$ cat src/rtl/iob_skid_buf_pkg.sv
// Shared definitions for iob_skid_buf: state encoding and default widths.
package iob_skid_buf_pkg;

    localparam int unsigned DATA_W_DEF = 32;
    localparam int unsigned CNT_W_DEF  = 16;

    // EMPTY: nothing held, BUSY: main full, FULL: main and skid full
    typedef enum logic [1:0] {
        EMPTY = 2'd0,
        BUSY  = 2'd1,
        FULL  = 2'd2
    } state_t;

endpackage

$ cat src/rtl/iob_reg_re.sv
// Register with synchronous reset, clock enable and load enable.
// Reset wins over the clock enable so the register clears even while stalled.
module iob_reg_re #(
    parameter int unsigned       DATA_W  = 32,
    parameter logic [DATA_W-1:0] RST_VAL = {DATA_W{1'b0}}
) (
    input  logic              clk_i,
    input  logic              cke_i,
    input  logic              rst_i,
    input  logic              en_i,
    input  logic [DATA_W-1:0] data_i,
    output logic [DATA_W-1:0] data_o
);

    // Storage flop: reset first, then load only when both enables are high
    always_ff @(posedge clk_i) begin
        if (rst_i) begin
            data_o <= RST_VAL;
        end else if (cke_i && en_i) begin
            data_o <= data_i;
        end
    end

endmodule

$ cat src/rtl/iob_skid_buf.sv
// Registered valid/ready stage with a one-entry skid register.
// data_o, valid_o and ready_o come from flops; xfer_o is the only
// combinational output and feeds the downstream register enable.
// Optional stall counter: define IOB_SKID_BUF_STALL_CNT_EN to build it,
// otherwise stall_cnt_o is tied to zero.
module iob_skid_buf
    import iob_skid_buf_pkg::*;
#(
    parameter int unsigned       DATA_W  = DATA_W_DEF,
    parameter logic [DATA_W-1:0] RST_VAL = {DATA_W{1'b0}},
    parameter int unsigned       CNT_W   = CNT_W_DEF
) (
    input  logic              clk_i,
    input  logic              cke_i,
    input  logic              rst_i,
    input  logic              valid_i,
    input  logic [DATA_W-1:0] data_i,
    output logic              ready_o,
    output logic              valid_o,
    output logic [DATA_W-1:0] data_o,
    input  logic              ready_i,
    output logic              xfer_o,
    output logic [CNT_W-1:0]  stall_cnt_o
);

    state_t            state;
    state_t            state_nxt;
    logic              in_xfer;
    logic              out_xfer;
    logic              main_en;
    logic              skid_en;
    logic              main_from_skid;
    logic [DATA_W-1:0] main_d;
    logic [DATA_W-1:0] skid_q;

    // Handshake decode: valid/ready depend on the state flops only
    assign valid_o  = (state != EMPTY);
    assign ready_o  = (state != FULL);
    assign in_xfer  = valid_i & ready_o & cke_i;
    assign out_xfer = valid_o & ready_i & cke_i;
    assign xfer_o   = out_xfer;

    // State register
    always_ff @(posedge clk_i) begin
        if (rst_i) begin
            state <= EMPTY;
        end else if (cke_i) begin
            state <= state_nxt;
        end
    end

    // Next state and register load controls
    always_comb begin
        state_nxt      = state;
        main_en        = 1'b0;
        skid_en        = 1'b0;
        main_from_skid = 1'b0;
        case (state)
            EMPTY: begin
                if (in_xfer) begin
                    main_en   = 1'b1;
                    state_nxt = BUSY;
                end
            end
            BUSY: begin
                if (in_xfer && out_xfer) begin
                    main_en = 1'b1;
                end else if (in_xfer) begin
                    skid_en   = 1'b1;
                    state_nxt = FULL;
                end else if (out_xfer) begin
                    state_nxt = EMPTY;
                end
            end
            FULL: begin
                if (out_xfer) begin
                    main_en        = 1'b1;
                    main_from_skid = 1'b1;
                    state_nxt      = BUSY;
                end
            end
            default: begin
                state_nxt = EMPTY;
            end
        endcase
    end

    assign main_d = main_from_skid ? skid_q : data_i;

    // Head word register, drives data_o directly
    iob_reg_re #(
        .DATA_W (DATA_W),
        .RST_VAL(RST_VAL)
    ) u_main (
        .clk_i (clk_i),
        .cke_i (cke_i),
        .rst_i (rst_i),
        .en_i  (main_en),
        .data_i(main_d),
        .data_o(data_o)
    );

    // Skid register, catches the word accepted while downstream stalls
    iob_reg_re #(
        .DATA_W (DATA_W),
        .RST_VAL(RST_VAL)
    ) u_skid (
        .clk_i (clk_i),
        .cke_i (cke_i),
        .rst_i (rst_i),
        .en_i  (skid_en),
        .data_i(data_i),
        .data_o(skid_q)
    );

`ifdef IOB_SKID_BUF_STALL_CNT_EN
    logic [CNT_W-1:0] stall_cnt;

    // Saturating count of cycles where a valid head word is refused
    always_ff @(posedge clk_i) begin
        if (rst_i) begin
            stall_cnt <= '0;
        end else if (cke_i && valid_o && !ready_i && (stall_cnt != {CNT_W{1'b1}})) begin
            stall_cnt <= stall_cnt + CNT_W'(1);
        end
    end

    assign stall_cnt_o = stall_cnt;
`else
    assign stall_cnt_o = '0;
`endif

endmodule
$ cat config.mk
export PLATFORM = sky130hd
export DESIGN_NAME = iob_skid_buf
export DESIGN_NICKNAME = d
export VERILOG_FILES = /design/src/rtl/iob_skid_buf_pkg.sv /design/src/rtl/iob_reg_re.sv /design/src/rtl/iob_skid_buf.sv
export SDC_FILE = /design/constraint.sdc
export NUM_CORES = 1
export LEC_CHECK = 0
export CAP_MARGIN = 30
export CORE_MARGIN = 5
export CORE_UTILIZATION = 46
export CTS_CLUSTER_SIZE = 20
export DETAILED_ROUTE_END_ITERATION = 8
export GPL_TIMING_DRIVEN = 0
export MAX_ROUTING_LAYER = met4
export PLACE_DENSITY = 0.84
export RECOVER_POWER = 100
export SYNTH_ARGS = -nofsm -noshare
export SYNTH_HDL_FRONTEND = slang
export SYNTH_HIERARCHICAL = 1
export SYNTH_SLANG_ARGS = --single-unit
$ cat constraint.sdc
create_clock -name clk_i -period 1.6 [get_ports clk_i]
set_input_delay 0.16 -clock clk_i [delete_from_list [all_inputs] [get_ports clk_i]]
set_output_delay 0.16 -clock clk_i [all_outputs]
set_load 0.01 [all_outputs]
; Word-level counts from Yosys, hierarchy flattened
; Index checks and enable logic that the tools add are counted.
[word_totals]
reg_bits = 66
latch_bits = 0
ram_bits = 0
mem_bits_ro = 0
in_bits = 37
output_inout_bits = 51
elab_cells = 34
memories = 0
[op_classes]
n_addsub = 0
n_mul = 0
div = 0
n_lt_le_gt_ge = 0
n_eq_ne = 7
n_shift = 0
mux = 14
bitwise = 4
reduce_logical = 6
[op_table]
columns = op, n
row1 = 32-bit 2-to-1 mux, 1
row2 = 2-bit 2-to-1 mux, 5
row3 = "2-bit inequality test, second input constant", 4
row4 = 1-bit 2-to-1 mux, 6
row5 = 2-bit case mux with 3 select lines, 1
row6 = 5-bit AND reduction, 1
row7 = 1-bit AND, 4
row8 = 1-bit logical AND, 3
row9 = "3-bit inequality test, second input constant", 1
row10 = 1-bit case mux with 3 select lines, 1
row11 = "2-bit by 1-bit equality test with 1-bit output, second input constant", 1
row12 = "2-bit equality test, second input constant", 1
row13 = 2-bit zero test, 1
row14 = 2-bit nonzero test, 1

; Depth between registers and ports, before layout
; Gate-level depths: netlist of run 1.
[logic_depth]
word_depth = 7
mapped_depth = 8

; Modules after synthesis
; The synthesis of run 1 kept the hierarchy.
[by_module_without_submodules]
columns = mod, instances, cells_each, area_each_um2, seq_area_each_um2
row1 = iob_reg_re, 2, 145, 1522.7, 640.6
row2 = iob_skid_buf, 1, 75, 810.8, 40.0

; Worst setup path after synthesis of run 1
; OpenSTA, ideal clock, no wires.
[synth_timing]
kind = reg2reg
from = reg state[1]
to = reg u_main.data_o[10]
setup_ns = 0.066
t_arrival_ns = 1.476
setup_slack_ns = 0.058
path_stages_with_launch = 8
n_path_buf = 2
period_less_slack_ns = 1.542
cell_sequence = dfxtp_1 mux2_2 nand2b_1 a21boi_0 buf_4 buf_6 a21bo_1 a21oi_2
[synth_via]
elab_chain_cells = 7
word_cells_on_any_way = 17
classes_between = eq/ne: 3 / mux: 6 / bitwise: 4 / reduce/logical: 4
[synth_rtl]
columns = element, line_no
row1 = start: declaration, iob_skid_buf.sv:26  ; state_t state;
row2 = start signal: assignment, iob_skid_buf.sv:48  ; state <= state_nxt;
row3 = 2-bit inequality test or 2-bit nonzero test (tied branches), "iob_skid_buf.sv:38, iob_skid_buf.sv:37"
row4 = 1-bit AND (on tied branches) (2 in a row), "iob_skid_buf.sv:39, iob_skid_buf.sv:40"
row5 = 1-bit logical AND, iob_skid_buf.sv:66  ; if (in_xfer && out_xfer) begin
row6 = 1-bit 2-to-1 mux, iob_skid_buf.sv:66
row7 = 1-bit case mux with 3 select lines *, iob_skid_buf.sv:58  ; case (state)
row8 = via main_en, iob_skid_buf.sv:30  ; logic main_en;
row9 = 1-bit logical AND *, iob_reg_re.sv:19  ; end else if (cke_i && en_i) begin
row10 = end signal: assignment, iob_reg_re.sv:20  ; data_o <= data_i;
row11 = end: declaration, iob_reg_re.sv:12  ; output logic [DATA_W-1:0] data_o
; Mark *: on every way through the listed nets, which the timed path passes. The rest lies on a longest branch.
; A chain may end at the register's enable or synchronous reset.

; Worst setup path after layout of run 1
[layout_timing]
from = reg state[1]
to = reg u_main.data_o[7]
; Same word-level chain as after synthesis.

==> results of run 1 <==
==> flip-flops by register name (all words and copies together) (netlist names) <==
signal	count
u_main/data_o	32
u_skid/data_o	32
state	2
==> area by class of cell <==
| type | instances | area, sq um |
|---|---|---|
| Multi-Input combinational cell | 258 | 2161 |
| Timing Repair Buffer | 76 | 737.0 |
| Clock inverter | 4 | 76.32 |
| Tap cell | 105 | 131.4 |
| Sequential cell | 66 | 1326 |
| Inverter | 2 | 7.507 |
| Fill cell | 656 | 3122 |
| Clock buffer | 12 | 135.1 |
| Buffer | 54 | 479.2 |
==> worst max-delay path, cell delays in order, from the launching register on <==
cell,delay (ns)
dfxtp_4,0.37
mux2_2,0.35
nand2b_1,0.12
a21boi_2,0.08
buf_6,0.14
buf_6,0.14
a21bo_1,0.18
a21oi_2,0.12
==> metrics by stage <==
stage          std cells  hold WS, ns  setup TNS [ns]  worst slack, ns
2_1_floorplan        380       0.2291               0          0.05800
6_report             577       0.2507               0          0.03701
3_3_place_gp         555       0.5460          -20.48          -0.4425
5_1_grt              577       0.2770         -0.8247         -0.03943
4_1_cts              572       0.2370               0         0.004861
3_5_place_dp         555       0.5620          -24.38          -0.5144
==> kinds of logic after synthesis <==
group / count (synthesis) / synth area share
AO/OA/AOI/OAI: 133 / 0.3108
XOR/XNOR: 1 / 0.002272
buffers and inverters: 56 / 0.1139
other: 1 / 0.0009725
multiplexers: 33 / 0.1256
AND/OR/NAND/NOR: 75 / 0.1038
flip-flops: 66 / 0.3426
==> Yosys cell counts (2+ instances only) <==
| library cell | count | area (sq um) |
|---|---|---|
| mux2_4 | 30 | 450.4 |
| inv_1 | 2 | 7.510 |
| buf_2 | 14 | 70.07 |
| buf_4 | 22 | 165.2 |
| nand2_1 | 2 | 7.510 |
| nand2b_1 | 2 | 12.51 |
| mux2_2 | 3 | 33.78 |
| nand3_1 | 65 | 325.3 |
| dfxtp_1 | 66 | 1321 |
| a21bo_2 | 8 | 80.08 |
| a21oi_1 | 11 | 55.05 |
| a21oi_2 | 56 | 490.5 |
| a21bo_1 | 56 | 560.5 |
| buf_6 | 17 | 191.4 |
==> where the power goes <==
part	total [mW]	switching, mW	internal (mW)
combinational	0.648	0.300	0.347
clock	1.52	0.636	0.882
sequential	1.70	0.0219	1.68
==> path summary, 6_finish.rpt <==
check | to | slack (ns) | cells past startpoint
worst max-delay path | u_main/data_o[7] | 0.04 | 7
worst min-delay path | state[1] | 0.25 | 3
worst max register to register | u_main/data_o[7] | 0.04 | 7
worst min register to register | state[0] | 0.56 | 2
==> metal layers <==
layer,vias to the layer above,track usage,routed length (um)
met5,-,-,0
met3,13,0.03581,412
met1,1412,0.2325,4011
li1,1476,-,-
met4,0,0.07669,157
met2,79,0.2912,4373
==> what timing repair did <==
item,4_1_cts,5_1_grt
gates cloned,1,1
pin swaps,0,2
setup endpoints to repair,67,65
buffers inserted,0,4
gates resized for setup,17,13
==> results.cfg, run 1 <==
[timing]
rsz0062_at_grt = true
clock.fmax_mhz = 639.8
fin_worst_skew_ns = 0.01222
post-route-period-util = 0.9769
finalHoldViolCount = 0
period_needed_ns = 1.563
setup_viol = 0
maxSlewViolCount = 0

[floorplan]
initial_core_util = 0.4717
die_h_um = 101.6
fp.dieW_um = 101.6
die_area_sq_mm = 0.01031
core_area_sq_mm = 0.008175
boundaryPins = 88
rows = 33

[logic_synthesis]
syn_avg_cell_area_sq_um = 10.56
ys_ff_latch = 66
syn-cell-area_sq_mm = 0.003856
synth_edf_count = 0
ys_seq_area_frac = 0.3426
async_flop_share = 0
syn_inst = 365
yosysWarnings = 6
yosysUniqueCellTypes = 25
synthFlopType = dfxtp_1

[grt]
antenna_found_initial = 0
grtUsageTotal = 0.1852
overflow = 0
grt_pass1_vias = 3042
grt_max_degree = 13
grt_pass1_wl_um = 14780

[setup_path]
critPathLaunchType = register
cp.required_ns = 1.88
r2r-start = state[1]
cp_max_fo = 10
critical_path_class = reg2reg
crit_path_start = state[1]
cp-end-kind = register
arrival_ns = 1.84

[placed_design]
dp_hpwl_um = 6278
port_buffers = 70
place_area_sq_mm = 0.004745
gp_congestion = 0.8259

[flow_run]
maxCapViolCount = 0

[pwr]
irDropWorstVdd_mv = 0.3666
fin_total_pwr_mw = 3.868
leakage_nw = 2.003
power_density_mw_per_mm2 = 765.5

[final_layout]
antenna_cells = 0
design_area_sq_mm = 0.005054
final_common_cell = clkdlybuf4s50_1
drive_gt1_frac = 0.3771
fin_util = 0.6182
final_cell_mix = clkdlybuf4s50_1, nand3_1, dfxtp_1
area_delta_synth_final_pct = 31.05
final_nets = 504

[routing]
vias = 2980
drt_iter0_markers = 74
drtPass1Iterations = 4
wire_per_inst_um = 15.52
wl_um = 8955
ant_nets = 0
avgViaCountPerCell = 5.165
remaining_drc_errors = 0

[cts]
cts_hold_buf = 0
cts_tree = built
cts_htree_levels = 3
clkLatencyLatePin_ns = 0.35
clock_path_buffers = 2
cts_made_buffers = 9
cts_root_buf = clkbuf_8
clk_pin_slew_ns = 0.07
clkSinkCount = 66

[worst_hold_path]
hp-class = in2reg
hp-start = ready_i

[status]
outcome = finished, final reports clean
No activity file was read; power rests on OpenSTA's default activity.
==> run 2: changes to the inputs <==
==> constraint.sdc (replaced) <==
create_clock -name clk_i -period 1.4 [get_ports clk_i]
set_input_delay 0.14 -clock clk_i [delete_from_list [all_inputs] [get_ports clk_i]]
set_output_delay 0.14 -clock clk_i [all_outputs]
set_load 0.01 [all_outputs]
==> run 2 against run 1 <==
Net effect:
- the flow now finishes with violations (negative setup slack)
- design area increased by 6.8%
- worst setup slack got worse by 0.21 ns
- register-to-register slack got worse by 0.21 ns
- clock-buffer cell count unchanged
- cell count increased by 1.4%
- routed wire length increased by 17%
- non-clock buffer count increased by 9
- clock power increased by 4%
- combinational power increased by 26%
- sequential share of layout area decreased by 1.6 points
==> results.cfg, run 2 (synthesis results as in run 1) <==
[grt]
overflow = 0
grtUsageTotal = 0.1989
grt_pass1_vias = 3172
antenna_found_initial = 0
grt_max_degree = 13
grt_pass1_wl_um = 15800

[final_layout]
layout_top_registers = u_main/data_o (32), u_skid/data_o (32), state (2)
design_area_sq_mm = 0.005399
final_nets = 513
final_cell_mix = dfxtp_1, a21oi_2, a21bo_1
antenna_cells = 0
area_delta_synth_final_pct = 40.01
stdcell_count = 585
final_common_cell = dfxtp_1
drive_gt1_frac = 0.4354

[pwr]
power_density_mw_per_mm2 = 804.6
leakage_nw = 2.109
irDropWorstVdd_mv = 0.5863
fin_total_pwr_mw = 4.344

[worst_hold_path]
hp-start = ready_i
holdPathStages = 4
hp-class = in2reg
holdPathEnd = state[1]

[status]
outcome = finished, violations left
failed_checks = negative setup slack

[cts]
cts_made_buffers = 9
clkLatencyLatePin_ns = 0.34
clock_path_buffers = 2
clkSinkCount = 66
cts_htree_levels = 3
cts_root_buf = clkbuf_8
cts_tree = built
clk_pin_slew_ns = 0.07
cts_hold_buf = 0

[floorplan]
core_area_sq_mm = 0.008175
fp.dieW_um = 101.6
rows = 33
die_h_um = 101.6
boundaryPins = 88
initial_core_util = 0.4717
die_area_sq_mm = 0.01031

[setup_path]
timing.rr.end = u_skid/data_o[20]
critPathLaunchType = register
arrival_ns = 1.80
cp-end-kind = register
r2r_setup_slack_ns = -0.18
slowest_delay_ns = 0.36
critical_path.slowest_cell = dfxtp_4
critical_path_class = reg2reg
r2r-start = state[1]
crit_chain = nand2b_1 -> or3_4 -> inv_6 -> clkbuf_16 -> buf_16 -> a21bo_1 -> a21oi_2
r2r_cells = 7
cp.required_ns = 1.62
cp_max_fo = 6

[placed_design]
placedCellCount = 555
port_buffers = 70
place_area_sq_mm = 0.004761
dp_hpwl_um = 6505
gp_congestion = 0.8194

[routing]
vias = 3190
remaining_drc_errors = 0
drtPass1Iterations = 4
drt_iter0_markers = 116
wire_per_inst_um = 17.85
avgViaCountPerCell = 5.453
wl_um = 10440
ant_nets = 0

[flow_run]
maxCapViolCount = 0

[timing]
worst_slack_ns = -0.1759
fin_worst_skew_ns = 0.007548
maxSlewViolCount = 0
rsz0062_at_grt = true
setup_viol = 65
clock.fmax_mhz = 634.6
finalHoldViolCount = 0
tightestPinTransition_ns = 0.5513
slew_headroom = 0.6313
post-route-period-util = 1.126
period_needed_ns = 1.576
-- run 2: changes by cell type in the layout (fill, tap and decap cells not counted), moves of 4 or more --
cell | previous run | this run
nand3_1 | 65 | 50
buf_8 | 4 | 8
nand3_2 | 0 | 14
clkdlybuf4s50_1 | 66 | 53
clkdlybuf4s25_1 | 0 | 12
clkbuf_16 | 0 | 7
-- run 2: worst max-delay path by stage --
stage / startpoint / to / cells past startpoint
6_report: state[1] / u_skid/data_o[20] / 7
5_1_grt: state[1] / u_skid/data_o[20] / 7
4_1_cts: state[1] / u_skid/data_o[7] / 7
3_5_place_dp: cke_i / u_skid/data_o[8] / 8
3_3_place_gp: cke_i / u_skid/data_o[9] / 8
2_1_floorplan: state[1] / u_main/data_o[11] / 7
-- run 2: per-stage QoR --
stage | hold WS (ns) | setup WS (ns) | TNS [ns] | util
3_3_place_gp | 0.5061 | -0.5834 | -31.46 | 0.5823
6_report | 0.2503 | -0.1759 | -6.251 | 0.6604
3_5_place_dp | 0.5153 | -0.6675 | -34.53 | 0.5823
4_1_cts | 0.2279 | -0.1193 | -5.432 | 0.6246
5_1_grt | 0.3004 | -0.2098 | -9.911 | 0.6604
2_1_floorplan | 0.1994 | -0.01015 | -0.2294 | -
-- run 2: cell type report --
| cell class | count | area [sq um] |
|---|---|---|
| multi-input combinational | 258 | 2268 |
| tap | 105 | 131.4 |
| fill | 616 | 2776 |
| timing repair buffer | 85 | 944.7 |
| inverter | 2 | 12.51 |
| buffer | 54 | 528.0 |
| sequential | 66 | 1329 |
| clock inverter | 3 | 40.04 |
| clock buffer | 12 | 145.1 |
-- run 2: metal layers --
layer  vias to the layer above  track usage  routed length, um
met5                         -            -                  0
met4                         0      0.08078                186
met3                        17      0.02961                493
met2                       115       0.3219               5379
met1                      1566       0.2480               4384
li1                       1492            -                  -
-- run 2: what timing repair did --
item | CTS | global route
pin swaps | 4 | 13
gates cloned | 5 | 7
gates resized for setup | 43 | 41
endpoints found under the setup margin | 67 | 80
setup buffers | 1 | 2
-- run 2: critical path, delay by kind of cell (launching register included) --
family                 cells  cell delay (ns)
AND/OR/NAND/NOR            2             0.50
flip-flops                 1             0.36
buffers and inverters      3             0.35
AO/OA/AOI/OAI              2             0.24
-- run 2: report_power, final --
part / internal (mW) / switching, mW
Combinational: 0.437 / 0.379
Sequential: 1.92 / 0.0266
Clock: 0.858 / 0.723
Total: 3.22 / 1.13
